<file path="src/rtl/wb_slave_mem_bridge.sv">
// Wishbone B4 pipelined slave to request/grant/rvalid memory bridge.
//
// Accepts classic single beats and pipelined INCR/EOB bursts and forwards each in-range
// beat to a simple backend that grants requests and returns one in-order response per grant.
// Responses are registered, so ack/err arrive one cycle after mem_rvalid_i.
//
// Ports:
//   clk_i, rst_ni        clock, asynchronous active-low reset
//   wb_*_i               Wishbone master-side signals (adr/dat/sel/we/stb/cyc/cti/bte)
//   wb_*_o               Wishbone slave-side signals (dat/ack/err/rty/stall)
//   mem_req_o            backend request valid
//   mem_we_o             backend write enable
//   mem_addr_o           word-aligned offset into the decoded window
//   mem_wdata_o          write data
//   mem_be_o             byte enables
//   mem_gnt_i            backend accepts the request this cycle
//   mem_rvalid_i         backend response, one per grant, in order
//   mem_rdata_i          read data, valid with mem_rvalid_i
module wb_slave_mem_bridge #(
  parameter logic [31:0] ADDR_BASE = 32'h0000_0000,
  parameter logic [31:0] ADDR_SIZE = 32'h0001_0000,
  parameter int unsigned MAX_OUTST = 4
) (
  input  logic        clk_i,
  input  logic        rst_ni,
  input  logic [31:0] wb_adr_i,
  input  logic [31:0] wb_dat_i,
  input  logic [3:0]  wb_sel_i,
  input  logic        wb_we_i,
  input  logic        wb_stb_i,
  input  logic        wb_cyc_i,
  input  logic [2:0]  wb_cti_i,
  input  logic [1:0]  wb_bte_i,
  output logic [31:0] wb_dat_o,
  output logic        wb_ack_o,
  output logic        wb_err_o,
  output logic        wb_rty_o,
  output logic        wb_stall_o,
  output logic        mem_req_o,
  output logic        mem_we_o,
  output logic [31:0] mem_addr_o,
  output logic [31:0] mem_wdata_o,
  output logic [3:0]  mem_be_o,
  input  logic        mem_gnt_i,
  input  logic        mem_rvalid_i,
  input  logic [31:0] mem_rdata_i
);

  localparam logic [3:0] MaxCnt = 4'(MAX_OUTST);

  typedef enum logic [1:0] {StIdle, StActive, StErrResp, StDrain} state_e;

  state_e      state_q, state_d;
  logic [3:0]  cnt_q, cnt_d;
  logic        ack_q, ack_d;
  logic        err_q, err_d;
  logic [31:0] dat_q;

  logic        beat, in_range, accept, stall, mem_req, inc, dec;
  logic [32:0] off_ext;
  logic        unused_ok;

  // 33-bit offset so windows near the top of the address space cannot wrap.
  assign off_ext  = {1'b0, wb_adr_i} - {1'b0, ADDR_BASE};
  assign in_range = ({1'b0, wb_adr_i} >= {1'b0, ADDR_BASE}) && (off_ext < {1'b0, ADDR_SIZE});
  assign beat     = wb_cyc_i & wb_stb_i;

  // cti/bte do not affect addressing: every beat carries its own adr.
  assign unused_ok = ^{wb_cti_i, wb_bte_i, off_ext[32], off_ext[1:0]};

  always_comb begin
    state_d = state_q;
    stall   = 1'b1;
    mem_req = 1'b0;

    case (state_q)
      StIdle, StActive: begin
        mem_req = beat & in_range & (cnt_q < MaxCnt);
        if (!beat) begin
          stall = 1'b0;
        end else if (in_range) begin
          stall = !(mem_req & mem_gnt_i);
        end else begin
          // Out-of-range beat waits until all earlier responses are returned.
          stall = (cnt_q != 4'd0);
        end
      end
      default: ;
    endcase

    if (!rst_ni) begin
      stall   = 1'b1;
      mem_req = 1'b0;
    end

    accept = beat & !stall;
    inc    = accept & in_range;
    // Stray responses (e.g. still in flight across a reset) are not counted.
    dec    = mem_rvalid_i & (cnt_q != 4'd0);
    cnt_d  = cnt_q + {3'b0, inc} - {3'b0, dec};

    err_d = accept & !in_range;
    ack_d = wb_cyc_i & dec & (state_q != StDrain);

    case (state_q)
      StIdle: begin
        if (wb_cyc_i) state_d = err_d ? StErrResp : StActive;
      end
      StActive: begin
        if (!wb_cyc_i)  state_d = (cnt_d == 4'd0) ? StIdle : StDrain;
        else if (err_d) state_d = StErrResp;
      end
      StErrResp: begin
        state_d = wb_cyc_i ? StActive : StIdle;
      end
      StDrain: begin
        if (cnt_d == 4'd0) state_d = StIdle;
      end
      default: state_d = StIdle;
    endcase
  end

  always_ff @(posedge clk_i or negedge rst_ni) begin
    if (!rst_ni) begin
      state_q <= StIdle;
      cnt_q   <= 4'd0;
      ack_q   <= 1'b0;
      err_q   <= 1'b0;
      dat_q   <= 32'd0;
    end else begin
      state_q <= state_d;
      cnt_q   <= cnt_d;
      ack_q   <= ack_d;
      err_q   <= err_d;
      if (mem_rvalid_i) dat_q <= mem_rdata_i;
    end
  end

  assign wb_dat_o   = dat_q;
  assign wb_ack_o   = ack_q;
  assign wb_err_o   = err_q;
  assign wb_rty_o   = 1'b0;
  assign wb_stall_o = stall;

  assign mem_req_o   = mem_req;
  assign mem_we_o    = wb_we_i;
  assign mem_addr_o  = {off_ext[31:2], 2'b00};
  assign mem_wdata_o = wb_dat_i;
  assign mem_be_o    = wb_sel_i;

endmodule

</file>
<file path="config.mk">
export PLATFORM = sky130hd
export DESIGN_NAME = wb_slave_mem_bridge
export DESIGN_NICKNAME = d
export VERILOG_FILES = /design/src/rtl/wb_slave_mem_bridge.sv
export SDC_FILE = /design/constraint.sdc
export NUM_CORES = 1
export LEC_CHECK = 0
export BUFFER_PORTS_ARGS = -buffer_cell sky130_fd_sc_hd__buf_2
export CAP_MARGIN = 20
export CORE_AREA = 2 2 84 86
export DETAILED_ROUTE_END_ITERATION = 10
export DIE_AREA = 0 0 86 88
export PLACE_DENSITY = 0.75
export SLEW_MARGIN = 20
export SYNTH_ARGS = -nofsm -noshare
export SYNTH_HDL_FRONTEND = slang
export SYNTH_SLANG_ARGS = --single-unit
</file>
<file path="constraint.sdc">
create_clock -name clk_i -period 5.8 [get_ports clk_i]
set_clock_uncertainty 0.05 [all_clocks]
set_input_delay 1.16 -clock clk_i [delete_from_list [all_inputs] [get_ports clk_i]]
set_output_delay 1.16 -clock clk_i [all_outputs]
set_load 0.05 [all_outputs]
</file>
==> results of run 1 <==
[final cells by class]
type	instances	area [sq um]
clock buffers	6	82.58
clock inverters	2	13.76
fillers	648	4203
inverters	6	22.52
multi-input cells	73	688.2
flip-flops and latches	40	1001
well taps	80	100.1
repair buffers	106	533.0
[stage by stage]
step / power, W / cells
2_1_floorplan: 0.0007073 / 193
3_3_place_gp: 0.0006829 / 305
3_5_place_dp: 0.0006951 / 305
4_1_cts: 0.0008934 / 313
5_1_grt: 0.0009439 / 313
6_report: 0.0008797 / 313
[final timing paths]
| path | slack (ns) | cells past startpoint | start | endpoint |
|---|---|---|---|---|
| max | 2.21 | 6 | wb_adr_i[20] | wb_stall_o |
| min | 0.45 | 1 | wb_dat_o[25] | wb_dat_o[25] |
| max reg2reg | 3.17 | 12 | cnt_q[2] | state_q[1] |
| min reg2reg | 0.45 | 1 | wb_dat_o[25] | wb_dat_o[25] |
| max in group asynchronous | 4.43 | 2 | rst_ni | state_q[0] |
| min in group asynchronous | 0.91 | 2 | rst_ni | wb_err_o |
[power groups by stage]
| stage | Combinational [W] | Clock (W) | Sequential (W) |
|---|---|---|---|
| floorplan | 0.000273 | 0 | 0.000434 |
| global placement | 0.000333 | 0 | 0.000349 |
| detailed placement | 0.000343 | 0 | 0.000352 |
| CTS | 0.000344 | 0.000203 | 0.000347 |
| global route | 0.000373 | 0.000218 | 0.000353 |
| finish | 0.000339 | 0.000194 | 0.000347 |
[synthesized netlist by cell type, drive strengths merged]
cell    count  area, sq um
o21ba       1        10.01
and2        2        12.51
mux2       32        360.4
nor3b       1        12.51
fa          1        20.02
a21boi      1        7.510
a21oi       1        5.000
inv         6        22.52
nand2b      1        6.260
o21ai       1        5.000
buf        74        545.5
dfrtp      40         1001
nand3b      1        7.510
nand3       3        15.01
a21o        1        8.760
nor3        1        5.000
a31oi       1        6.260
nand4       1        6.260
ha          6        75.07
nand2       4        15.01
conb        1        3.750
a21bo       1        10.01
nor2b       1        6.260
xor2        1        8.760
nor2        2        7.510
nor4        4        50.05
mux2i       1        10.01
and3        1        6.260
[state kept, by name, indices dropped and copies added, names as in the netlist]
name and cells:
wb_ack_o 1, state_q 2, wb_err_o 1, wb_dat_o 32
cnt_q 4
[metal layers]
metal | vias up | part of all wire [%]
met4 | 0 | 1.8
li1 | 636 | -
met2 | 128 | 51
met1 | 650 | 32
met3 | 9 | 15
met5 | - | 0
[logic make-up after synthesis]
logic type      Yosys count
simple gates             22
flops                    40
mux                      33
fa+ha+maj                 7
compound gates            7
xor+xnor                  1
other cells               1
buf+inv                  80
[critical path: stages]
cell	delay [ns]
buf_2	0.11
nor4_2	0.31
nand4_1	0.22
mux2i_1	0.16
o21ai_0	0.14
buf_2	0.29
==> impl_metrics.py, run 1 <==
metrics = {
    "placed_design": {
        "hpwl_um": 4596,
        "gp_congestion": 0.7253,
        "placed_cell_area_sq_um": 2345,
        "port_buffers": 105,
        "post-place-ws_ns": 1.916,
    },
    "power_and_ir_drop": {
        "clkPwrFrac_pct": 22.1,
        "power.density_nw_per_um2": 360.4,
        "ir_drop_v": 0.0002010,
        "switching_share_pct": 38.86,
        "p_switching_w": 0.0003419,
        "p_leak_nw": 1.238,
        "pwr-share-seq_pct": 39.4,
        "p_comb_share_pct": 38.5,
        "intPower_w": 0.0005379,
    },
    "floorplan": {
        "dieWidth_um": 86,
        "row_count": 30,
        "die-area_sq_um": 7568,
        "io_pins": 218,
        "core_area_sq_um": 6644,
        "start_util_pct": 33.86,
        "die_y_um": 88,
    },
    "synthesis": {
        "synth_seq_cells": 40,
        "synth.distinct_cells": 29,
        "avgSynthCellArea_sq_um": 11.78,
        "synth-simple-area-share_pct": 6.674,
        "synth.mux.area_fraction_pct": 16.46,
        "synthAdderAreaFrac_pct": 4.227,
        "yosysWarnings": 0,
        "synth_compound_area_share_pct": 2.336,
        "postSynthCellCount": 191,
        "synth_xor_area_share_pct": 0.3893,
        "synthesis.area_sq_um": 2250,
        "yosysSeqAreaShare_pct": 44.49,
        "synth_top_family_by_area": "buffers and inverters",
    },
    "worst_hold_path": {
        "hp-class": "register to register",
    },
    "sta": {
        "worst_pin_slew_ns": 0.7403,
        "fin_crit_sh_pct": 61.96,
        "finalMaxSlewViolations": 0,
        "relSlewSlack_pct": 50.65,
        "rsz0062_at_grt": "no",
        "period_needed_ns": 3.594,
        "setup-violations-final": 0,
        "fmax_mhz": 278.3,
        "hold_ws_ns": 0.4533,
        "postLayoutSetupSlackWorst_ns": 2.206,
        "hold_viol": 0,
        "fin_tns_setup_ns": 0,
    },
    "global_routing": {
        "grt_pass1_wl_um": 7859,
        "grt_max_degree": 41,
        "use_met2_pct": 24.88,
        "grt_use_met1_pct": 14.06,
        "grtUsageTotal_pct": 13.85,
        "grtUsageMet3_pct": 6.503,
        "antenna_found_initial": 0,
        "grt-ovfl-total": 0,
        "grt_busiest_layer": "met2",
        "grt_pass1_vias": 1500,
    },
    "clocking": {
        "cts_tree": "done",
        "cts_max_level": 2,
        "cts_setup_buffers": 0,
        "clk_pin_slew_ns": 0.08,
        "clock-sinks": 40,
        "cts_buffers": 5,
        "root_buffer": "clkbuf_8",
        "cts_hold_buf": 0,
        "clock_latency_ns": 0.28,
        "cts-resized-gates": 0,
        "clock_path_buffers": 2,
    },
    "finish": {
        "nNetsFinal": 351,
        "finalInstanceArea_sq_um": 2441,
        "final_layout_size_suffix_gt1_share_pct": 65.67,
        "layout_common_cells": "buf_2, dfrtp_1, mux2_2",
        "utilization_pct": 36.74,
        "antenna_cells": 0,
        "layout.cells.most_common": "buf_2",
        "syn2layout_area_growth_pct": 8.509,
    },
    "route": {
        "post_drt_via_cell_ratio": 4.546,
        "ant_nets": 0,
        "drt_iter0_drc": 19,
        "routedWlPerCell_um": 17.30,
        "drt-total-wl_um": 5415,
        "firstDrtPassIters": 2,
        "vias": 1423,
        "drc": 0,
    },
    "setup_path": {
        "crit_required_ns": 4.59,
        "setup.worst_path.class": "input port to output pin",
        "worst_setup_path_end_kind": "output pin",
        "crit_path_max_fanout": 3,
        "crit_arrival_ns": 2.38,
        "start_kind": "input port",
    },
    "outcome": {
        "status": "finished, final reports clean",
    },
    "flow_run": {
        "cap_violations": 0,
    },
}
Note: power is estimated with default switching activity, not from simulation.
==> run 2, diff against run 1 <==
--- a/config.mk
+++ b/config.mk
@@ -7,10 +7,9 @@
 export LEC_CHECK = 0
 export BUFFER_PORTS_ARGS = -buffer_cell sky130_fd_sc_hd__buf_2
 export CAP_MARGIN = 20
-export CORE_AREA = 2 2 84 86
+export CORE_UTILIZATION = 33
 export DETAILED_ROUTE_END_ITERATION = 10
-export DIE_AREA = 0 0 86 88
-export PLACE_DENSITY = 0.75
+export PLACE_DENSITY = 0.76
 export SLEW_MARGIN = 20
 export SYNTH_ARGS = -nofsm -noshare
 export SYNTH_HDL_FRONTEND = slang
==> constraint.sdc (replaced) <==
create_clock -name clk_i -period 3.3 [get_ports clk_i]
set_clock_uncertainty 0.05 [all_clocks]
set_input_delay 0.66 -clock clk_i [delete_from_list [all_inputs] [get_ports clk_i]]
set_output_delay 0.66 -clock clk_i [all_outputs]
set_load 0.05 [all_outputs]
==> run 2 against run 1 <==
Net effect:
- the flow now finishes with violations (DRC)
- sequential share of layout area down 0.084 points
- final cell count down 0.32%
- power up 75%
- sequential power up 76%
- via count up 1.5%
- worst hold slack worse by 0.042 ns
- first-iteration DRC count up 79%
- global-route usage up 0.63 points
- setup slack worse by 1.9 ns
- sequential cell count unchanged
- wire length down 3.5%
- design area up 0.21%
==> impl_metrics.py, run 2 (same netlist as run 1, synthesis figures left out) <==
metrics = {
    "clocking": {
        "cts_tree": "done",
        "clock_latency_ns": 0.28,
        "cts_buffers": 5,
        "cts_setup_buffers": 0,
        "cts_max_level": 2,
        "cts-resized-gates": 0,
        "clock-sinks": 40,
        "root_buffer": "clkbuf_8",
        "clock_path_buffers": 2,
        "cts_hold_buf": 0,
        "clk_pin_slew_ns": 0.08,
    },
    "sta": {
        "fin_crit_sh_pct": 89.27,
        "hold_ws_ns": 0.4110,
        "fmax_mhz": 339.5,
        "rsz0062_at_grt": "no",
        "relSlewSlack_pct": 66.61,
        "finalMaxSlewViolations": 0,
        "worst_pin_slew_ns": 0.5009,
        "setup-violations-final": 0,
        "period_needed_ns": 2.946,
        "hold_viol": 0,
        "postLayoutSetupSlackWorst_ns": 0.3541,
        "fin_tns_setup_ns": 0,
    },
    "placed_design": {
        "port_buffers": 105,
        "hpwl_um": 4360,
        "post-place-ws_ns": -0.002653,
        "gp_congestion": 0.8421,
        "placed_cell_area_sq_um": 2356,
    },
    "floorplan": {
        "core_area_sq_um": 6459,
        "start_util_pct": 34.83,
        "dieWidth_um": 84.57,
        "die-area_sq_um": 7151,
        "row_count": 29,
        "io_pins": 218,
        "die_y_um": 84.57,
    },
    "finish": {
        "layout_common_cells": "buf_2, dfrtp_1, mux2_2",
        "antenna_cells": 0,
        "num-fill-cells": 642,
        "multi_input_area_sq_um": 688.2,
        "syn2layout_area_growth_pct": 8.732,
        "regArea_sq_um": 1001,
        "final_layout_size_suffix_gt1_share_pct": 65.11,
        "finalInstanceArea_sq_um": 2446,
        "nNetsFinal": 353,
        "largest_reg_flops": 32,
        "layout.cells.most_common": "buf_2",
        "utilization_pct": 37.87,
    },
    "power_and_ir_drop": {
        "p_switching_w": 0.0005902,
        "pwr-share-seq_pct": 39.6,
        "clkPwrFrac_pct": 21.2,
        "power.density_nw_per_um2": 628.7,
        "p_comb_share_pct": 39.1,
        "switching_share_pct": 38.38,
        "intPower_w": 0.0009476,
        "p_leak_nw": 1.241,
        "ir_drop_v": 0.0003482,
    },
    "setup_path": {
        "ff2ff_setup_slack_ns": 0.67,
        "start_kind": "input port",
        "worst_setup_path_end_kind": "register",
        "reg2reg_depth": 12,
        "crit_required_ns": 3.42,
        "r2r-start": "state_q[1]",
        "crit_arrival_ns": 3.07,
        "crit_path_max_fanout": 2,
        "setup.worst_path.class": "input port to register",
        "reg2reg_to": "state_q[1]",
    },
    "global_routing": {
        "grt_max_degree": 41,
        "grt_pass1_wl_um": 7962,
        "grtUsageTotal_pct": 14.48,
        "grt_pass1_vias": 1565,
        "grt_busiest_layer": "met2",
        "grt_use_met1_pct": 13.42,
        "antenna_found_initial": 0,
        "use_met2_pct": 26.53,
        "grt-ovfl-total": 0,
        "grtUsageMet3_pct": 7.473,
    },
    "route": {
        "post_drt_via_cell_ratio": 4.628,
        "firstDrtPassIters": 7,
        "ant_nets": 0,
        "drc": 15,
        "drt_iter0_drc": 34,
        "routedWlPerCell_um": 16.74,
        "drt-total-wl_um": 5224,
        "vias": 1444,
    },
    "outcome": {
        "status": "complete, but fails checks",
        "violations": "DRC",
    },
    "flow_run": {
        "cap_violations": 0,
    },
    "worst_hold_path": {
        "hp-class": "input port to async pin",
    },
}
==> run 2: final cells by class <==
cell class / count / share of cell area (%)
Clock buffer: 8 / 3.683
Inverter: 6 / 0.9207
Multi-Input combinational cell: 73 / 28.13
Sequential cell: 40 / 40.92
Tap cell: 77 / 3.939
Timing Repair Buffer: 108 / 22.40
==> run 2: critical path, stage by stage <==
cell and delay, ns:
buf_2 0.11, nor4_2 0.30, nand4_1 0.17, nor2_1 0.17, nand3_1 0.10, ha_1 0.28
inv_1 0.04, ha_1 0.19, fa_1 0.38, xor2_1 0.18, nor3_1 0.15, a31oi_1 0.12
a21o_2 0.21
==> run 2: metrics by stage <==
stage,instances,total power (W)
floorplan,193,0.001243
global placement,304,0.001198
detailed placement,304,0.001225
CTS,312,0.001561
global route,312,0.001633
finish,312,0.001538
==> run 2: layer usage <==
layer  part of all wire [%]  up-vias
met1                     32      671
li1                       -      646
met5                      0        -
met4                    1.1        0
met3                     16        5
met2                     50      122
==> run 2: worst max path at each step <==
| stage | startpoint | end | cells past startpoint |
|---|---|---|---|
| floorplan | wb_adr_i[28] | wb_stall_o | 4 |
| global placement | wb_adr_i[20] | state_q[1] | 13 |
| detailed placement | wb_adr_i[20] | state_q[1] | 13 |
| CTS | wb_adr_i[20] | state_q[1] | 13 |
| global route | wb_adr_i[20] | state_q[1] | 13 |
| finish | wb_adr_i[20] | state_q[1] | 13 |
==> run 2: power by group through the flow <==
stage	logic [W]	clock network, W	registers, W
finish	0.000602	0.000326	0.000609
global route	0.000655	0.000358	0.000619
CTS	0.000608	0.000342	0.000610
detailed placement	0.000606	0	0.000619
global placement	0.000585	0	0.000613
floorplan	0.000480	0	0.000763
